===== src/rtl/hsem_lock_ctrl_pkg.sv =====
// Shared definitions for the HSEM semaphore bank: error bit positions,
// clear-all key, read-data field layout and scan FSM encoding.
`ifndef HSEM_LOCK_CTRL_DEFINES
`define HSEM_LOCK_CTRL_DEFINES
`define AHB_DATA_WIDTH 32
`define SEMERR_WIDTH   8
`define HSEM_CLR_KEY   16'hC1EA
`endif

package hsem_lock_ctrl_pkg;

   localparam int ERR_UNLOCK_NOT_OWNER = 0;
   localparam int ERR_UNLOCK_FREE      = 1;
   localparam int ERR_LOCK_BUSY        = 2;
   localparam int ERR_BAD_INDEX        = 3;
   localparam int ERR_BAD_KEY          = 4;
   localparam int ERR_ACCESS_BUSY      = 5;

   localparam int RDATA_LOCK_BIT = 31;
   localparam int RDATA_CORE_LSB = 8;
   localparam int RDATA_PROC_LSB = 0;

   typedef enum logic {
      ST_IDLE = 1'b0,
      ST_SCAN = 1'b1
   } scan_state_t;

endpackage


===== src/rtl/hsem_cell.sv =====
// One hardware semaphore: lock bit plus owner core/process IDs, with the
// owner comparison used by lock, unlock and clear-all decisions.
module hsem_cell #(
   parameter int CORE_ID_W = 1,
   parameter int PROC_ID_W = 8
) (
   input  logic                 hclk,
   input  logic                 hreset,
   input  logic [CORE_ID_W-1:0] req_core,
   input  logic [PROC_ID_W-1:0] req_proc,
   input  logic                 wr_lock,
   input  logic                 rd_lock,
   input  logic                 wr_unlock,
   input  logic                 scan_free,
   output logic                 locked,
   output logic [CORE_ID_W-1:0] core_id,
   output logic [PROC_ID_W-1:0] proc_id,
   output logic                 owner_match,
   output logic                 free_evt
);

   assign owner_match = locked && (core_id == req_core) && (proc_id == req_proc);

   // The top only raises one request per cycle; a 1-step lock records PROCID 0.
   always_ff @(posedge hclk or posedge hreset) begin
      if (hreset) begin
         locked   <= 1'b0;
         core_id  <= '0;
         proc_id  <= '0;
         free_evt <= 1'b0;
      end else begin
         free_evt <= 1'b0;
         if (wr_lock && !locked) begin
            locked  <= 1'b1;
            core_id <= req_core;
            proc_id <= req_proc;
         end else if (rd_lock && !locked) begin
            locked  <= 1'b1;
            core_id <= req_core;
            proc_id <= '0;
         end else if ((wr_unlock && owner_match) || (scan_free && locked)) begin
            locked   <= 1'b0;
            core_id  <= '0;
            proc_id  <= '0;
            free_evt <= 1'b1;
         end
      end
   end

endmodule


===== src/rtl/hsem_lock_ctrl.sv =====
// Semaphore bank core: decodes AHB accesses onto NUM_SEM cells, runs the
// per-core clear-all scan and produces registered semerr pulses.
module hsem_lock_ctrl
   import hsem_lock_ctrl_pkg::*;
#(
   parameter int NUM_SEM   = 8,
   parameter int SEM_IDX_W = 3,
   parameter int PROC_ID_W = 8,
   parameter int CORE_ID_W = 1
) (
   input  logic                       hclk,
   input  logic                       hreset,
   input  logic                       wr_en,
   input  logic                       rd_en,
   input  logic                       sem_sel,
   input  logic                       clr_sel,
   input  logic [SEM_IDX_W:0]         sem_idx,
   input  logic                       rlock,
   input  logic [CORE_ID_W-1:0]       hmaster_id,
   input  logic [`AHB_DATA_WIDTH-1:0] ihwdata,
   output logic [`AHB_DATA_WIDTH-1:0] sem_rdata,
   output logic [`SEMERR_WIDTH-1:0]   semerr,
   output logic [NUM_SEM-1:0]         sem_free_evt,
   output logic [NUM_SEM-1:0]         lock_stat,
   output logic                       busy
);

   localparam logic [SEM_IDX_W-1:0] LAST_IDX = SEM_IDX_W'(NUM_SEM - 1);

   scan_state_t                state, state_next;
   logic [SEM_IDX_W-1:0]       scan_idx, scan_idx_next;
   logic [CORE_ID_W-1:0]       clr_core, clr_core_next;
   logic [`SEMERR_WIDTH-1:0]   err_next;

   logic [NUM_SEM-1:0]         wr_lock, rd_lock, wr_unlock, scan_free;
   logic [NUM_SEM-1:0]         cell_locked, cell_owner;
   logic [CORE_ID_W-1:0]       cell_core [NUM_SEM];
   logic [PROC_ID_W-1:0]       cell_proc [NUM_SEM];

   logic [SEM_IDX_W-1:0]       idx;
   logic                       idx_oob;
   logic                       unused_wdata;

   assign idx          = sem_idx[SEM_IDX_W-1:0];
   assign idx_oob      = sem_idx[SEM_IDX_W];
   assign busy         = (state == ST_SCAN);
   assign lock_stat    = cell_locked;
   assign unused_wdata = ^ihwdata;

   for (genvar g = 0; g < NUM_SEM; g++) begin : g_cell
      hsem_cell #(
         .CORE_ID_W (CORE_ID_W),
         .PROC_ID_W (PROC_ID_W)
      ) u_cell (
         .hclk        (hclk),
         .hreset      (hreset),
         .req_core    (hmaster_id),
         .req_proc    (ihwdata[PROC_ID_W-1:0]),
         .wr_lock     (wr_lock[g]),
         .rd_lock     (rd_lock[g]),
         .wr_unlock   (wr_unlock[g]),
         .scan_free   (scan_free[g]),
         .locked      (cell_locked[g]),
         .core_id     (cell_core[g]),
         .proc_id     (cell_proc[g]),
         .owner_match (cell_owner[g]),
         .free_evt    (sem_free_evt[g])
      );
   end

   always_ff @(posedge hclk or posedge hreset) begin
      if (hreset) begin
         state    <= ST_IDLE;
         scan_idx <= '0;
         clr_core <= '0;
         semerr   <= '0;
      end else begin
         state    <= state_next;
         scan_idx <= scan_idx_next;
         clr_core <= clr_core_next;
         semerr   <= err_next;
      end
   end

   // Access decode, error encoding and scan sequencing; every access raises at most one error bit.
   always_comb begin
      wr_lock       = '0;
      rd_lock       = '0;
      wr_unlock     = '0;
      scan_free     = '0;
      err_next      = '0;
      sem_rdata     = '0;
      state_next    = state;
      scan_idx_next = scan_idx;
      clr_core_next = clr_core;
      case (state)
         ST_IDLE: begin
            if ((wr_en || rd_en) && sem_sel) begin
               if (idx_oob) begin
                  err_next[ERR_BAD_INDEX] = 1'b1;
               end else begin
                  if (rd_en) begin
                     sem_rdata[RDATA_LOCK_BIT]               = cell_locked[idx];
                     sem_rdata[RDATA_CORE_LSB +: CORE_ID_W]  = cell_core[idx];
                     sem_rdata[RDATA_PROC_LSB +: PROC_ID_W]  = cell_proc[idx];
                  end
                  if (wr_en) begin
                     if (ihwdata[RDATA_LOCK_BIT]) begin
                        if (!cell_locked[idx])
                           wr_lock[idx] = 1'b1;
                        else if (!cell_owner[idx])
                           err_next[ERR_LOCK_BUSY] = 1'b1;
                     end else begin
                        if (!cell_locked[idx])
                           err_next[ERR_UNLOCK_FREE] = 1'b1;
                        else if (cell_owner[idx])
                           wr_unlock[idx] = 1'b1;
                        else
                           err_next[ERR_UNLOCK_NOT_OWNER] = 1'b1;
                     end
                  end else if (rlock && !cell_locked[idx]) begin
                     rd_lock[idx] = 1'b1;
                  end
               end
            end else if (wr_en && clr_sel) begin
               if (ihwdata[15:0] == `HSEM_CLR_KEY) begin
                  state_next    = ST_SCAN;
                  scan_idx_next = '0;
                  clr_core_next = hmaster_id;
               end else begin
                  err_next[ERR_BAD_KEY] = 1'b1;
               end
            end
         end
         ST_SCAN: begin
            if ((wr_en || rd_en) && (sem_sel || clr_sel))
               err_next[ERR_ACCESS_BUSY] = 1'b1;
            if (cell_locked[scan_idx] && (cell_core[scan_idx] == clr_core))
               scan_free[scan_idx] = 1'b1;
            if (scan_idx == LAST_IDX) begin
               state_next    = ST_IDLE;
               scan_idx_next = '0;
            end else begin
               scan_idx_next = scan_idx + 1'b1;
            end
         end
         default: state_next = ST_IDLE;
      endcase
   end

endmodule


===== config.mk =====
export PLATFORM = sky130hd
export DESIGN_NAME = hsem_lock_ctrl
export DESIGN_NICKNAME = d
export VERILOG_FILES = /design/src/rtl/hsem_lock_ctrl_pkg.sv /design/src/rtl/hsem_cell.sv /design/src/rtl/hsem_lock_ctrl.sv
export SDC_FILE = /design/constraint.sdc
export NUM_CORES = 1
export LEC_CHECK = 0
export ABC_AREA = 1
export CORE_ASPECT_RATIO = 1.1
export CORE_MARGIN = 5
export CORE_UTILIZATION = 56
export CTS_BUF_LIST = sky130_fd_sc_hd__clkbuf_16
export DETAILED_ROUTE_END_ITERATION = 12
export PLACE_DENSITY = 0.82
export SLEW_MARGIN = 15
export SYNTH_ARGS = -nofsm -noshare
export SYNTH_HDL_FRONTEND = slang
export SYNTH_HIERARCHICAL = 1
export SYNTH_SLANG_ARGS = --single-unit

===== constraint.sdc =====
create_clock -name hclk -period 2.6 [get_ports hclk]
set_input_delay 0.39 -clock hclk [delete_from_list [all_inputs] [get_ports hclk]]
set_output_delay 0.39 -clock hclk [all_outputs]
set_load 0.03 [all_outputs]

After elaboration in Yosys (flattened, before gate mapping)
Index checks and enable logic that the tools add are counted.

word-level totals
  register bits after elaboration = 99
  input bits = 44
  output and inout port bits = 57
  word-level logic and storage cells = 313

cells by class
  $add $sub $neg = 1
  $lt $le $gt $ge = 6
  eq/ne operators = 22
  multiplexer cells = 160
  bitwise operators = 4
  reduce and logical (&&, ||, !) cells = 84

operator list
  operator              count
  $mux 8                46
  $mux 1                91
  $eq 8x8->1            8
  $logic_and 1x1->1     55
  $mux 9                4
  $bmux 8 s3            1
  $reduce_bool 3->1     8
  $mux 3                6
  $eq 16x16->1 const B  1
  $bmux 1 s3            5
  $logic_or 1x1->1      10
  $eq 1x1->1            9
  $logic_not 1->1       9
  $ge 4x4->1 const B    2
  $lt 3x4->1 const B    2
  $not 3->4             2
  $demux 1 s3           2
  $ge 3x1->1 const B    2
  $ne 2x2->1 const B    3
  $pmux 3 s2            1
  $mux 5                1
  $mux 4                1
  $reduce_and 4->1      1
  $add 3x1->3 const B   1
  5 further kinds       6

Depth between registers and ports, before layout
  depth after elaboration = 17
  mapped depth = 13
  gate-level depth less buffers = 13

Modules after synthesis
Netlist, hierarchy kept.

modules (own cells, without submodules)
  module          instances  cells each  area each (µm²)  sequential area each (µm²)
  hsem_cell       8          85          634.4            275.3
  hsem_lock_ctrl  1          403         2094.5           275.3

Least setup slack after synthesis
Ideal clock, no wire load.

  kind = reg2reg
  start = reg state (netlist: busy)
  end = reg g_cell[5].u_cell.proc_id[0]
  setup time = 66 ps
  arrival time = 2009 ps
  data required time = 2534 ps
  path slack = 525 ps
  cell stages (with the launch flop) = 12
  buffers on the path = 1
  clock period less this slack = 2075 ps
  cells stage by stage = dfrtp_1 -> clkinv_1 -> nand2_1 -> inv_1 -> nand3_2 -> inv_1 -> nand3_1 -> nor2_1 -> o21ai_0 -> buf_2 -> nand4_1 -> nand2_1

on the way
  cells in the longest elaborated chain, start to end = 4
  elaborated cells between the ends (all ways) = 12
  classes of those cells = mux (6); reduce/logical (6)

ends and longest elaborated chain
  what                      RTL line              RTL
  start: declaration        hsem_lock_ctrl.sv:30  scan_state_t state, state_next;
  start signal: assignment  hsem_lock_ctrl.sv:78  state <= state_next;
  $mux 8 (*)                hsem_lock_ctrl.sv:96  case (state)
  via rd_lock[5]            hsem_lock_ctrl.sv:35  logic [NUM_SEM-1:0] wr_lock, rd_lock, wr_unlock, scan_free;
  $logic_and 1x1->1 (*)     hsem_cell.sv:37       end else if (rd_lock && !locked) begin
  $mux 8                    hsem_cell.sv:37
  $mux 8                    hsem_cell.sv:33       if (wr_lock && !locked) begin
  end signal: assignment    hsem_cell.sv:36       proc_id <= req_proc;
  end: declaration          hsem_cell.sv:17       output logic [PROC_ID_W-1:0] proc_id,

Mark *: on every way through the listed nets, which the timed path passes. The rest lies on a longest branch.
A chain may end at the register's enable or synchronous reset.

Worst setup path after layout
  start = in sem_idx[0]
  end = out sem_rdata[7]

on the way
  cells in the longest elaborated chain, start to end = 8

ends and longest elaborated chain
  what                                        RTL line               RTL
  start: declaration                          hsem_lock_ctrl.sv:17   input logic [SEM_IDX_W:0] sem_idx,
  $not 3->4 (not written as such)             hsem_lock_ctrl.sv:105  sem_rdata[RDATA_PROC_LSB +: PROC_ID_W] = cell_proc[idx];
  $bmux 8 s3                                  hsem_lock_ctrl.sv:105
  $mux 8 (not written as such) (2 in series)  hsem_lock_ctrl.sv:105
  $mux 9                                      hsem_lock_ctrl.sv:102  if (rd_en) begin
  $mux 9                                      hsem_lock_ctrl.sv:99   if (idx_oob) begin
  $mux 9                                      hsem_lock_ctrl.sv:98   if ((wr_en || rd_en) && sem_sel) begin
  $mux 9                                      hsem_lock_ctrl.sv:96
  end: declaration                            hsem_lock_ctrl.sv:21   output logic [`AHB_DATA_WIDTH-1:0] sem_rdata,

No other way between the ends. The select of a mux whose other input is x is not followed.

==> results.json <==
{
  "yosysTopAreaCellShare": 0.346,
  "clk_pin_slew_ns": 0.06,
  "areaGrowthSynthToFinish_pct": 23.1,
  "grt_pass1_wl_um": 38200,
  "postCtsSetupBuffers": 0,
  "hold_viol": 0,
  "die-width_um": 118,
  "multiInputGateArea_um2": 3950,
  "synth_seq_cells": 99,
  "skew_ns": 0.00637,
  "drive_gt1_frac": 0.140,
  "rows": 43,
  "die_h_um": 129,
  "min_period_over_period": 0.982,
  "drc": 0,
  "die-area_um2": 15200,
  "antenna_found_initial": 0,
  "worst_pin_slew_ns": 0.679,
  "grt_overflow": 0,
  "finalCriticalPeriod_ns": 2.55,
  "netlist_area_um2": 7170,
  "cts_max_level": 3,
  "avgSynthCellArea_um2": 6.62,
  "arrival_ns": 2.16,
  "drt_first_pass_iters": 5,
  "gp_congestion": 0.966,
  "grt_max_degree": 19,
  "slew_headroom": 0.546,
  "clk_latency_ns": 0.36,
  "status": "finished, final reports clean",
  "clock.fmax_mhz": 392,
  "vdd_drop_max_uv": 478,
  "drtIter0Drc": 793,
  "worst_hold_slack_ns": 0.535,
  "cts-root-buf": "clkbuf_16",
  "drv_cap": 0,
  "wl_um": 23700,
  "power-per-cell-area_nw_per_um2": 521,
  "cp-end-kind": "output port",
  "numCtsBuffers": 9,
  "grt_usage": 0.319,
  "start_kind": "input port",
  "initial_core_util": 0.569,
  "cts_buffer_depth": 2,
  "synth.area.top_cells": "dfrtp_1, nand2_1, inv_1",
  "critPathMaxFanout": 8,
  "min-delay-path-class": "flop to flop",
  "criticalPathCategory": "input port to output port",
  "maxSlewViolCount": 0,
  "num_io_pins": 101,
  "synth_ff_type": "dfrtp_1",
  "required_ns": 2.21,
  "num_vias": 7636,
  "grt_pass1_vias": 7222,
  "rsz0062_at_grt": "true",
  "ant_nets": 0,
  "synth_top_cell_by_area": "dfrtp_1",
  "coreArea_um2": 12600,
  "via_per_inst": 5.52,
  "setup_viol": 0,
  "wl_per_cell_um": 17.1,
  "io_buffers": 61,
  "cts_sinks": 99,
  "p_leak_nw": 4.59,
  "synth_warnings": 6,
  "fill_cells": 1107,
  "cts_tree": "built",
  "synthCells": 1083,
  "async_flop_share": 1.00,
  "synth_edf_count": 0,
  "diodes": 0,
  "dpl.hpwl_um": 18000,
  "final.setup.tns_ns": 0,
  "ys_types": 35,
  "fin_nets": 1267,
  "ys_seq_area_frac": 0.346,
  "seq_area_um2": 2480
}
[cells in the final DEF (no fill, tap or decap), drive strengths merged]
| cell type | instances |
|---|---|
| and2 | 1 |
| o211ai | 1 |
| o21ai | 27 |
| nand3b | 1 |
| nand2 | 448 |
| clkbuf | 9 |
| buf | 95 |
| or2 | 8 |
| nand3 | 43 |
| bufinv | 3 |
| dlymetal6s2s | 2 |
| o21a | 1 |
| nor4 | 9 |
| xnor2 | 32 |
| inv | 145 |
| clkdlybuf4s50 | 49 |
| clkinv | 5 |
| o22ai | 2 |
| conb | 24 |
| nor2 | 100 |
| ha | 2 |
| a21oi | 32 |
| dfrtp | 99 |
| nand4 | 76 |
| nor3 | 11 |
| o21bai | 1 |
[through the flow]
step	total power [mW]	utilization	instances	instance area [um2]	worst slack, ns
6_report	4.60	0.701	1383	8830	0.0460
5_1_grt	4.82	0.701	1383	8830	-0.00681
4_1_cts	4.60	0.700	1383	8820	0.00778
3_5_place_dp	3.08	0.674	1367	8490	-0.158
3_3_place_gp	3.05	0.674	1367	8490	-0.101
2_1_floorplan	2.61	-	1106	7260	0.525
[synthesized netlist by cell type, types with 2 or more instances]
cell	instances
a21oi_1	32
buf_2	13
buf_4	25
buf_6	3
dfrtp_1	99
ha_1	2
inv_1	144
nand2_1	430
nand2_2	17
nand3_1	23
nand3_2	12
nand3_4	8
nand4_1	76
nor2_1	82
nor2_2	18
nor3_1	7
nor3_2	2
nor3_4	2
nor4_1	9
o21ai_0	25
o22ai_1	2
or2_0	8
xnor2_1	32
[path summary, 6_finish.rpt]
| check | startpoint | slack, ns | depth (start not counted) | end |
|---|---|---|---|---|
| max reg2reg | scan_idx[0] | 0.34 | 10 | g_cell[3].u_cell/proc_id[1] |
| min in group asynchronous | hreset | 0.89 | 2 | g_cell[5].u_cell/proc_id[7] |
| max in group asynchronous | hreset | 1.33 | 2 | scan_idx[0] |
| min reg2reg | clr_core | 0.53 | 2 | clr_core |
| min | clr_core | 0.53 | 2 | clr_core |
| max | sem_idx[0] | 0.05 | 9 | sem_rdata[7] |
[flip-flops by register name, summed over array words and instances, names as in the netlist]
signal / flops
busy: 1
clr_core: 1
g_cell.u_cell/core_id: 8
g_cell.u_cell/free_evt: 8
g_cell.u_cell/locked: 8
g_cell.u_cell/proc_id: 64
scan_idx: 3
semerr: 6
[repair_timing]
item | in CTS | in global routing
hold buffers | 0 | 0
gates resized for setup | 0 | 4
setup endpoints to repair | 0 | 38
[area by class of cell]
type,instances,share of cell area
Multi-Input combinational cell,819,0.447
Sequential cell,99,0.281
Timing Repair Buffer,146,0.151
Inverter,146,0.0621
Clock buffer,9,0.0255
Tap cell,157,0.0223
Clock inverter,7,0.0120
[kinds of logic after synthesis]
| family | count (synthesis) | share of synthesized area |
|---|---|---|
| AO/OA/AOI/OAI | 64 | 0.0466 |
| adder cells (fa/ha/maj) | 2 | 0.00349 |
| XOR/XNOR | 32 | 0.0391 |
| other | 1 | 0.000523 |
| flip-flops | 99 | 0.346 |
| buffers and inverters | 188 | 0.117 |
| AND/OR/NAND/NOR | 697 | 0.448 |
[where the power goes]
part	internal [mW]	switching (mW)	leakage (nW)
clock network	0.929	0.592	0.162
logic	0.442	0.687	3.09
registers	1.70	0.257	1.33
[per-layer routing]
layer  track usage  vias up  share of wire
li1              -     3642              -
met1         0.414     3569           0.39
met2         0.528      363           0.48
met3        0.0462       62          0.082
met4         0.154        0          0.044
met5             0        -              0
[worst max-delay path: stages]
cell	delay, ns
clkdlybuf4s50_1	0.53
buf_4	0.19
nand3_1	0.16
inv_1	0.22
nand2_1	0.09
nand2_1	0.07
nor2_1	0.06
a21oi_1	0.24
buf_4	0.21
Note: power is estimated with default switching activity, not from simulation.
==> patch, RTL diff (same flow settings) <==
`PROC_ID_W` is set to 8 in 2 places; all go to 12.
--- a/src/rtl/hsem_cell.sv
+++ b/src/rtl/hsem_cell.sv
@@ -4,3 +4,3 @@
    parameter int CORE_ID_W = 1,
-   parameter int PROC_ID_W = 8
+   parameter int PROC_ID_W = 12
 ) (
--- a/src/rtl/hsem_lock_ctrl.sv
+++ b/src/rtl/hsem_lock_ctrl.sv
@@ -7,3 +7,3 @@
    parameter int SEM_IDX_W = 3,
-   parameter int PROC_ID_W = 8,
+   parameter int PROC_ID_W = 12,
    parameter int CORE_ID_W = 1
Function: changed (Yosys sat finds a counterexample within 4 cycles, from zero or initial values and one cycle with hreset high).
==> patch against the original RTL <==
Sequential cell count grew 32; synthesized cell count grew 50%; wire length grew 52%; critical path depth is the same; setup slack gained 5.0 ps; combinational power grew 46%; design area grew 38%; synthesized area grew 38%; power grew 38%; first-iteration DRC count grew 85%; critical path type unchanged; largest power group unchanged.
==> patch: results (changes against the original RTL) <==
- The flow ran to the end, and the final reports show no timing, DRC or antenna violations.
- The fraction of layout cells with a size suffix above 1 is 11.27% (-2.8 points).
- The DRC violation total after the first TritonRoute iteration came to 1467 (+85%).
- The met2 track demand over resource came to 56.29% (+3.5 points).
- The global routing usage on met3 was 5.952% (+1.3 points).
- The maximum number of pins on one net before global-route repair came to 27 (+8).
- The headroom to the max-slew limit is 52.06% (-2.5 points).
- The start point of the worst hold path is g_cell[2].u_cell/core_id.
- The number of port buffers was 64 (+4.9%).
- The met1 layer wirelength in the final routing is 13250 um (+42%).
- The total routing resource utilization after global routing came to 35.89% (+4.0 points).
- The instance area after placement came to 0.01163 mm2 (+37%).
- The leakage component of the power came to 6.597 nW (+44%).
- The number of cells in the finished layout apart from fillers is 2031 (+47%).
- The detailed-placement wirelength estimate is 26630 um (+48%).
- The length in cells of the worst reg-to-reg path is 11 (+1).
- The sequential element share of the synthesized area is 33.07% (-1.5 points).
- The final worst clock skew is 7.265 ps (+0.8947 ps).
- The met2 layer wire length in the routed design came to 16220 um (+43%).
- The peak fanout along the critical path is 7 (-1).
- The worst path setup slack after routing is 50.95 ps (+4.996 ps).
- The wire length of the first global-routing pass came to 56150 um (+47%).
- The number of vias per cell after detailed routing is 5.591 (+1.3%).
- The delay of the slowest cell on the worst path is 610 ps (+80 ps).
- The final net count was 1826 (+44%).
- The worst hold path terminates at g_cell[2].u_cell/core_id.
- The routability congestion estimate from global placement is 1.054 (+9.1%).
- The post-placement setup slack is -160.7 ps (-2.764 ps).
- The number of flip-flops in the largest register is 96 (+50%).
- The insertion delay to the later sink of the worst-skew pair is 430 ps (+70 ps).
- The met1 global-route usage is 46.07% (+4.6 points).
- The met3 layer wire length in the routed design is 3909 um (+100%).
- The number of CTS-inserted buffers is 17 (+8).
[patch: logic make-up (layout without fill, tap and decap cells)]
| group | after synthesis | in the layout | synth area share [%] |
|---|---|---|---|
| simple gates | 1114 | 1114 | 49.02 |
| xor+xnor | 8 | 8 | 0.7069 |
| buf+inv | 306 | 458 | 13.72 |
| flops | 131 | 131 | 33.07 |
| other cells | 1 | 21 | 0.03783 |
| compound gates | 59 | 59 | 3.194 |
| fa+ha+maj | 2 | 2 | 0.2524 |
[patch: tightest hold or removal path, stage by stage (launching register included)]
cell                      delay [ps]
sky130_fd_sc_hd__dfrtp_1         360
sky130_fd_sc_hd__nand4_1          90
sky130_fd_sc_hd__nand2_1          60
[patch: worst max path at each step]
| stage | end | slack [ps] | cells after the start |
|---|---|---|---|
| 2_1_floorplan | sem_rdata[0] | 600 | 3 |
| 5_1_grt | sem_rdata[11] | 3 | 9 |
| 6_report | sem_rdata[11] | 50 | 9 |
| 3_5_place_dp | g_cell[7].u_cell/locked | -160 | 9 |
| 3_3_place_gp | g_cell[1].u_cell/locked | -70 | 12 |
| 4_1_cts | sem_rdata[11] | 30 | 9 |
[patch: report_power, final]
part	switching, mW	leakage (nW)	total [mW]	internal (mW)
clock network	0.888	0.287	2.16	1.27
registers	0.288	1.76	2.54	2.26
logic	1.03	4.55	1.65	0.618
[patch: final cells by class]
type                    instances  area, um2
multi-input cells            1204       5373
fillers                      1545       5369
flip-flops and latches        131       3278
repair buffers                185       1809
inverters                     241      907.1
clock buffers                  17      425.4
well taps                     238      297.8
clock inverters                15      88.84
[patch: repair_timing]
| item | CTS | global route |
|---|---|---|
| endpoints found under the setup margin | 8 | 71 |
| resized for setup | 1 | 11 |
| pin swaps | 1 | 1 |
| hold endpoints to repair | 0 | 0 |
| setup buffers | 1 | 0 |
